**config.mk**
```make
export PLATFORM = sky130hd
export DESIGN_NAME = bcd_stopwatch
export DESIGN_NICKNAME = d
export VERILOG_FILES = /design/src/rtl/stopwatch_pkg.sv /design/src/rtl/tick_gen.sv /design/src/rtl/bcd_stopwatch.sv
export SDC_FILE = /design/constraint.sdc
export NUM_CORES = 1
export LEC_CHECK = 0
export ABC_AREA = 1
export CORE_ASPECT_RATIO = 0.75
export CORE_MARGIN = 2
export CORE_UTILIZATION = 57
export CTS_BUF_LIST = sky130_fd_sc_hd__clkbuf_4 sky130_fd_sc_hd__clkbuf_8
export DETAILED_ROUTE_END_ITERATION = 8
export GPL_ROUTABILITY_DRIVEN = 1
export PLACE_DENSITY = 0.81
export SETUP_SLACK_MARGIN = 0.2
export SLEW_MARGIN = 20
export SYNTH_ARGS = -nofsm -noshare
export SYNTH_HDL_FRONTEND = slang
export SYNTH_SLANG_ARGS = --single-unit
```
**constraint.sdc**
```tcl
create_clock -name clk -period 3.8 [get_ports clk]
set_clock_uncertainty 0.1 [all_clocks]
set_input_delay 0.38 -clock clk [delete_from_list [all_inputs] [get_ports clk]]
set_output_delay 0.38 -clock clk [all_outputs]
set_load 0.02 [all_outputs]
```
**src/rtl/stopwatch_pkg.sv**
```systemverilog
// Shared types and helpers for the bcd_stopwatch core: state encoding, BCD digit
// type, display payload and binary-to-BCD conversion.
package stopwatch_pkg;

  localparam int unsigned SECS_PER_MIN = 60;
  localparam int unsigned MIN_W        = 7;
  localparam int unsigned SEC_W        = 6;

  typedef enum logic [1:0] {
    ST_RUN    = 2'd0,
    ST_PAUSED = 2'd1,
    ST_ADJUST = 2'd2
  } state_e;

  typedef logic [3:0] bcd_t;

  typedef struct packed {
    bcd_t min10;
    bcd_t min1;
    bcd_t sec10;
    bcd_t sec1;
  } time_bcd_t;

  // Two-digit BCD of a binary value below 100.
  function automatic logic [7:0] bin_to_bcd(input logic [MIN_W-1:0] v);
    return {4'(v / 7'd10), 4'(v % 7'd10)};
  endfunction

endpackage

```
**src/rtl/tick_gen.sv**
```systemverilog
// Modulo-N enable counter with synchronous clear; tc_c_o is high during the
// enabled cycle that holds the last count.
module tick_gen #(
  parameter int unsigned N = 4
) (
  input  logic clk,
  input  logic rst,
  input  logic en_i,
  input  logic clr_i,
  output logic tc_c_o
);

  localparam int unsigned W = (N > 2) ? $clog2(N) : 1;
  localparam logic [W-1:0] LAST = W'(N - 1);

  logic [W-1:0] cnt_q, cnt_d;

  assign tc_c_o = en_i && (cnt_q == LAST);

  // Clear wins over counting; the terminal-count output of that cycle still fires.
  always_comb begin
    cnt_d = cnt_q;
    if (clr_i) begin
      cnt_d = '0;
    end else if (en_i) begin
      cnt_d = (cnt_q == LAST) ? '0 : cnt_q + W'(1);
    end
  end

  always_ff @(posedge clk) begin
    if (rst) begin
      cnt_q <= '0;
    end else begin
      cnt_q <= cnt_d;
    end
  end

endmodule

```
**src/rtl/bcd_stopwatch.sv**
```systemverilog
// mm:ss stopwatch core with run/pause/adjust control and saturation at MAX_MIN:59.
// Optional lap hold on the display is built when LAP_EN is defined.
module bcd_stopwatch
  import stopwatch_pkg::*;
#(
  parameter int unsigned TICK_DIV = 100_000_000,
  parameter int unsigned ADJ_DIV  = 50_000_000,
  parameter int unsigned MAX_MIN  = 59,
  parameter int unsigned ADJ_STEP = 2
) (
  input  logic       clk,
  input  logic       rst,
  input  logic       pause_pulse,
  input  logic       lap_pulse,
  input  logic       adj,
  input  logic       sel,
  output logic [3:0] min10,
  output logic [3:0] min1,
  output logic [3:0] sec10,
  output logic [3:0] sec1,
  output logic       running,
  output logic       blink
);

  localparam logic [MIN_W-1:0] MAX_MIN_V  = MIN_W'(MAX_MIN);
  localparam logic [SEC_W-1:0] LAST_SEC_V = SEC_W'(SECS_PER_MIN - 1);

  state_e                  state_q, state_d;
  logic                    paused_q, paused_d;
  logic [MIN_W-1:0]        min_q, min_d;
  logic [SEC_W-1:0]        sec_q, sec_d;
  time_bcd_t               disp_q, disp_d, live;
  logic                    running_q, running_d;
  logic                    blink_q, blink_d;
  logic                    sec_en, adj_en, adj_entry;
  logic                    sec_tc, adj_tc;

  // State register.
  always_ff @(posedge clk) begin
    if (rst) begin
      state_q  <= ST_RUN;
      paused_q <= 1'b0;
    end else begin
      state_q  <= state_d;
      paused_q <= paused_d;
    end
  end

  // Next state: adj dominates, otherwise the (post-toggle) pause flag decides.
  always_comb begin
    paused_d = paused_q ^ pause_pulse;
    state_d  = ST_RUN;
    if (adj) begin
      state_d = ST_ADJUST;
    end else if (paused_d) begin
      state_d = ST_PAUSED;
    end
  end

  assign sec_en    = (state_q == ST_RUN);
  assign adj_en    = (state_q == ST_ADJUST);
  assign adj_entry = (state_d == ST_ADJUST) && (state_q != ST_ADJUST);

  // Output decode for the registered running/blink flags.
  always_comb begin
    running_d = (state_d == ST_RUN);
    blink_d   = 1'b1;
    if (state_d == ST_ADJUST) begin
      blink_d = adj_tc ? ~blink_q : blink_q;
    end
  end

  tick_gen #(.N(TICK_DIV)) u_sec_tick (
    .clk    (clk),
    .rst    (rst),
    .en_i   (sec_en),
    .clr_i  (adj_entry),
    .tc_c_o (sec_tc)
  );

  tick_gen #(.N(ADJ_DIV)) u_adj_tick (
    .clk    (clk),
    .rst    (rst),
    .en_i   (adj_en),
    .clr_i  (adj_entry),
    .tc_c_o (adj_tc)
  );

  // Binary time update; second ticks and adjust steps are mutually exclusive.
  always_comb begin
    min_d = min_q;
    sec_d = sec_q;
    if (sec_tc) begin
      if (sec_q != LAST_SEC_V) begin
        sec_d = sec_q + SEC_W'(1);
      end else if (min_q != MAX_MIN_V) begin
        sec_d = '0;
        min_d = min_q + MIN_W'(1);
      end
    end
    if (adj_tc) begin
      if (!sel) begin
        sec_d = SEC_W'((32'(sec_q) + ADJ_STEP) % SECS_PER_MIN);
      end else begin
        min_d = MIN_W'((32'(min_q) + ADJ_STEP) % (MAX_MIN + 1));
      end
    end
  end

  always_comb begin
    live = {bin_to_bcd(min_d), bin_to_bcd({1'b0, sec_d})};
  end

`ifdef LAP_EN
  logic lap_q, lap_d;

  // Entering adjust drops any lap hold so the edited value is visible.
  always_comb begin
    lap_d = lap_q ^ lap_pulse;
    if (adj_entry) begin
      lap_d = 1'b0;
    end
  end

  always_ff @(posedge clk) begin
    if (rst) begin
      lap_q <= 1'b0;
    end else begin
      lap_q <= lap_d;
    end
  end

  assign disp_d = lap_d ? disp_q : live;
`else
  logic lap_unused;
  assign lap_unused = lap_pulse;
  assign disp_d     = live;
`endif

  always_ff @(posedge clk) begin
    if (rst) begin
      min_q     <= '0;
      sec_q     <= '0;
      disp_q    <= '0;
      running_q <= 1'b1;
      blink_q   <= 1'b1;
    end else begin
      min_q     <= min_d;
      sec_q     <= sec_d;
      disp_q    <= disp_d;
      running_q <= running_d;
      blink_q   <= blink_d;
    end
  end

  assign min10   = disp_q.min10;
  assign min1    = disp_q.min1;
  assign sec10   = disp_q.sec10;
  assign sec1    = disp_q.sec1;
  assign running = running_q;
  assign blink   = blink_q;

endmodule
```
---- Yosys cells after proc, flatten, opt, wreduce, memory -nomap -nowiden ----
Cells that the tools add are included.
word-level totals
  register bits after elaboration ......... 87
  latch bits .............................. 0
  memory bits (writable) .................. 0
  ROM bits ................................ 0
  output and inout port bits .............. 18
  logic and storage cells ................. 55
  memories ................................ 0
operators by class
  $add $sub $neg .......................... 6
  multiply operators ...................... 0
  divide/modulo/power cells ............... 6
  $lt $le $gt $ge ......................... 0
  equal/unequal tests ..................... 7
  shifts and indexed selects .............. 0
  muxes and demuxes ....................... 14
  bitwise operators ....................... 3
  reduce and logical (&&, ||, !) cells .... 7
operators with widths
  cell                                                                      number
  32-bit by 6-bit remainder unit with 32-bit output, second input constant  2
  7-bit two-way mux                                                         5
  6-bit two-way mux                                                         5
  27-bit by 1-bit adder with 27-bit output, second input constant           1
  27-bit equality test, second input constant                               1
  27-bit two-way mux                                                        1
  26-bit by 1-bit adder with 26-bit output, second input constant           1
  26-bit equality test, second input constant                               1
  26-bit two-way mux                                                        1
  7-bit by 2-bit adder with 8-bit output, second input constant             1
  6-bit by 2-bit adder with 7-bit output, second input constant             1
  7-bit by 1-bit adder with 7-bit output, second input constant             1
  6-bit by 4-bit divider with 7-bit output, second input constant           1
  7-bit by 4-bit divider with 7-bit output, second input constant           1
  6-bit by 4-bit remainder unit with 7-bit output, second input constant    1
  7-bit by 4-bit remainder unit with 7-bit output, second input constant    1
  7-bit by 6-bit != test with 1-bit output, second input constant           1
  6-bit by 1-bit adder with 6-bit output, second input constant             1
  6-bit != test, second input constant                                      1
  2-bit equality test, second input constant                                2
  2-bit zero test                                                           2
  2-bit OR reduction                                                        2
  1-bit logical AND                                                         3
  2-bit two-way mux                                                         1
  4 further kinds                                                           5

---- Depth between registers and ports, before layout ----
  word-level depth ........................ 7
  mapped depth ............................ 31

---- Hierarchy ----
A second synthesis with hierarchy kept.
second synthesis, totals
  cell total of the unflattened synthesis .. 855
  area, all modules ....................... 5579.1 um^2
modules (own cells, without submodules)
  module                 instances  cells each  area each (um^2)
  bcd_stopwatch          1          397         2538.7
  tick_gen (u_adj_tick)  1          239         1564.0
  tick_gen (u_sec_tick)  1          219         1476.4

---- Least setup slack after synthesis ----
Ideal clock, no wire load.
  path kind ............................... reg-to-reg
  start point ............................. register sec_q[1]
  end point ............................... register disp_q (netlist bit min1[1])
  arrival time ............................ 3386 ps
  data required time ...................... 3585 ps
  path slack .............................. 199 ps
  stages on the path, launching flop included .. 29
  clock period less this slack ............ 3601 ps
  cells stage by stage .................... dfxtp_1 > ha_1 > nand2_1 > nor3_4 > nand2_2 > nor2_1 > xor2_1 > nand2_1 > nand3_2 > nand3_2 > inv_2 > nand2_2 > o211ai_2 > nand2_2 > nand2_1 > nand2_1 > inv_1 > ha_1 > nand2_1 > nand2_1 > nand3_2 > nand2_4 > nand2_1 > and2_1 > ha_1 > nand2_1 > nand2_2 > a21oi_1 > nor2_1
between the ends
  cells in the longest elaborated chain, start to end .. 6
ends and longest elaborated chain
  what                                                 RTL line              RTL
  from (decl)                                          bcd_stopwatch.sv:31   logic [SEC_W-1:0] sec_q, sec_d;
  from (signal assigned)                               bcd_stopwatch.sv:143  sec_q <= '0;
  from (signal assigned)                               bcd_stopwatch.sv:149  sec_q <= sec_d;
  6-bit != test (*)                                    bcd_stopwatch.sv:94   if (sec_q != LAST_SEC_V) begin
  7-bit two-way mux (*)                                bcd_stopwatch.sv:94
  7-bit two-way mux (*)                                bcd_stopwatch.sv:93   if (sec_tc) begin
  7-bit two-way mux                                    bcd_stopwatch.sv:102  if (!sel) begin
  7-bit two-way mux (*)                                bcd_stopwatch.sv:101  if (adj_tc) begin
  7-bit by 4-bit remainder unit with 7-bit output (*)  stopwatch_pkg.sv:26   return {4'(v / 7'd10), 4'(v % 7'd10)};
  to (signal assigned)                                 bcd_stopwatch.sv:150  disp_q <= disp_d;
  to (decl)                                            bcd_stopwatch.sv:32   time_bcd_t disp_q, disp_d, live;
Mark *: on every way between the ends. The rest lies on a longest branch, timed or not.
A chain may end at the register's enable or synchronous reset.

---- Final worst setup path ----
  start point ............................. register min_q[1]
  end point ............................... register disp_q (netlist bit min1[1])
between the ends
  cells in the longest elaborated chain, start to end .. 7
ends and longest elaborated chain
  what                                                                                       RTL line              RTL
  from (decl)                                                                                bcd_stopwatch.sv:30   logic [MIN_W-1:0] min_q, min_d;
  from (signal assigned)                                                                     bcd_stopwatch.sv:148  min_q <= min_d;
  branches (longest 5 deep; another with 32-bit by 6-bit remainder unit with 32-bit output)  n/a
  7-bit two-way mux (*)                                                                      bcd_stopwatch.sv:101
  7-bit by 4-bit remainder unit with 7-bit output (*)                                        stopwatch_pkg.sv:26
Mark *: on every way between the ends.

==> results by stage <==
Route:
- The number of detailed-routing iterations run before antenna repair is 6.
- Dividing the detail-routed via count by the number of cells gives 5.79.
- The detailed-route DRC error count is 0.
- The total wirelength of the detailed-routed design is 15.7 mm.
- The post-detailed-route count of antenna-violating nets is 0.
- The violation count after the first detailed-routing iteration is 632.
- The routed length per placed instance is 16.1 µm.
- The number of vias after detailed routing is 5666.

Logic synthesis:
- The sequential share of the synthesized area is 0.322.
- The net count of the mapped netlist is 794.
- The number of warnings reported in the yosys synthesis log is 0.
- The post-synthesis cell type with the largest combined area is dfxtp_1.
- The count of unique library cells instantiated by Yosys is 56.
- The most frequently used cell type in the post-synthesis netlist is nand2_1.
- The flip-flop cell with the highest count after synthesis is dfxtp_1.
- The mean instance size in the synthesized netlist is 6.78 µm².
- The gate count after technology mapping is 771.
- Yosys attributes the largest share of cell area to dfxtp_1 32%, nand2_1 11%, inv_1 7.2%.
- Yosys mapped a number of flops with a built-in enable equal to 0.
- The mapped cell area is 5220 µm².
- The flip-flop and latch count after synthesis is 84.
- Ranked by instance count, the synthesized netlist is headed by 159 x nand2_1, 100 x inv_1, 95 x nor2_1, 84 x dfxtp_1, 56 x nand3_1.
- The async set or reset register ratio after synthesis is 0.
- Of the post-synthesis cell area, the dominant cell type holds 0.322.

GRT:
- The via count of the first global-routing pass is 4865.
- The first global-routing pass estimated 22.0 mm of wire.
- The number of antenna violations at the first check in global routing was 0.
- For this run the aggregate overflow at the end of global routing stands at 0.
- The maximum number of pins on one net before global-route repair is 26.
- The busiest layer in global routing is met2.
- Across every metal layer, demand over resource in global routing totals 0.273.
- The met2 usage in global routing is 0.445.
- The met3 usage in global routing is 0.0536.
- For met1 alone, demand over resource in global routing was 0.365.

Placement:
- The number of I/O port buffers is 21.
- Including well taps, the total number of placed cells is 913.
- Routability-driven placement finished with a final weighted congestion of 0.960.
- The detailed placer's ending HPWL is 9.13 mm.

STA:
- Across all hold checks on the routed design, the worst slack comes to 0.366 ns.
- Of the available clock period, the critical path in the final layout requires 1.00.
- Static timing analysis puts the maximum clock frequency at 263 MHz.
- The final sum of negative setup slack is 0 ns.
- The final count of negative-setup-slack endpoints is 0.
- The number of slew-limit violations in the final report is 0.
- Setup repair after global routing could not meet its margin everywhere.
- The remaining max-slew budget at the tightest pin is 0.651.
- The total count of hold-check failures in the final report was 0.
- The worst-margin pin slew is 0.519 ns.
- The clock period minus worst slack is 3.80 ns.

Cells and area:
- In the final layout, the share of cells above drive strength 1 is 0.306.
- The final-layout fill cell count is 554.
- Once layout is complete, the cells apart from fillers number 978.
- The final net count is 884.
- At the end of the flow the core is filled with cells to 0.762.
- The number of diodes added for antenna fixing is 0.
- The area growth from synthesis to layout is 30.8%.

Power and ir drop:
- The share of total power dissipated in the clock network is 0.435.
- The share of total power dissipated in sequential elements is 0.525.
- The part of the total power dissipated in combinational logic is 0.040.
- Of the total power, the share spent switching nets is 0.226.
- The analysis attributes to cell leakage a power of 0.00277 µW.
- The internal power of the cells totals 1310 µW.
- The switching power is 383 µW.
- IR analysis of the VDD net gives a maximum drop of 0.000222 V.
- The cell area power density is 248 nW/µm².

Worst setup path:
- The startpoint kind of the worst setup timing path is a flip-flop.
- The library cell appearing most often on the critical path is nand2_2.
- The longest individual stage delay on the worst path is 0.42 ns.
- The critical path starts at min_q[1]$_SDFF_PP0_.
- The worst register-to-register path begins at min_q[1]$_SDFF_PP0_.
- STA classifies the critical path endpoint as a flip-flop.
- At the worst endpoint, the arrival time is 4.00 ns.
- The number of cells traversed by the worst register-to-register path is 30.
- Of all nets on the critical path, the largest fanout is 6.
- The worst setup path is of the flip-flop to flip-flop kind.
- Data on the critical path is required at its endpoint by 4.00 ns.
- The slowest library cell on the worst path is dfxtp_4.

Clock tree:
- The quantity of hold-fixing buffers added after cts is 0.
- The cell at the root of the clock tree is clkbuf_8.
- TritonCTS built the clock tree.
- The longest clock path from root to sink contains 2 buffers.
- The total clock buffers created by CTS is 9.
- The clock slew at the register clock pins of the worst setup and hold paths is 0.09 ns.
- Counting every sink on the clock net gives 84.
- CTS built an H-tree with a depth of 3.
- The later pin in the worst-skew pair is clocked with a latency of 0.37 ns.

Floorplan:
- The starting density of the core is 0.582.
- Row generation in the floorplan step produced 30 rows.
- The die outline width is 115 µm.
- The total core area is 8970 µm².
- The area of the die is 9950 µm².
- The die boundary height is 86.9 µm.
- The I/O pin count is 24.

Hold path:
- The number of cells on the worst hold path is 1.
- The kind of path behind the tightest hold check is flip-flop to flip-flop.
- The startpoint identified for the worst hold timing path is u_sec_tick.cnt_q[22]$_SDFFE_PP0N_.

Outcome:
- The run finished with clean final reports.

Flow run:
- Max-cap violations in this run came to 0.
==> layout by cell type (no fill, tap or decap), drive strengths merged, types with 7 or more instances in the layout <==
cell type      count
nand2            176
nor2             110
xor2               8
buf               69
nand3             68
ha                17
nor3              26
clkbuf            12
inv              117
o211ai             7
clkdlybuf4s50     21
dfxtp             84
nand4             18
o21ai             32
a21oi             44
==> path summary, 6_finish.rpt <==
| check | endpoint | slack, ns |
|---|---|---|
| worst max-delay path | min1[1]$_SDFF_PP0_ | 0.0009 |
| worst min-delay path | u_sec_tick.cnt_q[22]$_SDFFE_PP0N_ | 0.37 |
| worst max register to register | min1[1]$_SDFF_PP0_ | 0.0009 |
| worst min register to register | u_sec_tick.cnt_q[22]$_SDFFE_PP0N_ | 0.37 |
==> metal layers <==
metal  vias up  wire length [µm]
li1       2690                 -
met2       305              7400
met4         0               619
met5         -                 0
met1      2600              6390
met3        71              1300
==> sequential cells by signal, summed over array words and instances, names as in the netlist <==
name	cells
running	1
sec1	3
sec10	3
paused_q	1
sec_q	6
u_adj_tick.cnt_q	26
u_sec_tick.cnt_q	27
min10	4
state_q	2
blink	1
min1	3
min_q	7
==> power groups by stage <==
stage	logic, µW	registers (µW)	clock network [µW]
3_5_place_dp	61.9	912	0
5_1_grt	73.7	890	775
3_3_place_gp	60.0	912	0
6_report	67.3	889	736
2_1_floorplan	38.7	912	0
4_1_cts	64.4	890	741
==> per-stage QoR <==
stage / worst slack [ns] / cell area, µm² / power, µW
floorplan: 0.250 / 5220 / 951
global placement: 0.0596 / 5670 / 972
detailed placement: -0.130 / 5670 / 974
CTS: 0.199 / 6170 / 1700
global route: -0.187 / 6830 / 1740
finish: 0.000854 / 6830 / 1690
==> logic make-up after synthesis <==
family | after synthesis | synth area share
XOR/XNOR | 12 | 0.0201
buffers and inverters | 132 | 0.0984
AO/OA/AOI/OAI | 113 | 0.140
adder cells (fa/ha/maj) | 17 | 0.0407
flip-flops | 84 | 0.322
other | 1 | 0.000718
AND/OR/NAND/NOR | 412 | 0.378
==> critical path, delay by kind of cell (launching register included) <==
family,cells,cell delay (ns)
buffers and inverters,3,0.35
AOI/OAI and AO/OA,3,0.44
and+or+nand+nor,22,2.09
adders and majority gates,2,0.31
DFF,1,0.42
==> timing repair <==
item,in CTS,in global routing
pin swaps,21,48
endpoints found under the setup margin,8,8
resized for setup,45,107
buffers inserted,17,32
==> final cells by class <==
class                      instances  area, µm²  share of cell area
clock buffer                      12        153              0.0223
clock inverter                     4       72.6              0.0106
inverter                         121        477              0.0698
multi-input combinational        555       3510               0.514
sequential                        84       1720               0.251
tap                              112        140              0.0205
timing repair buffer              90        759               0.111
No activity file was read; power rests on OpenSTA's default activity.
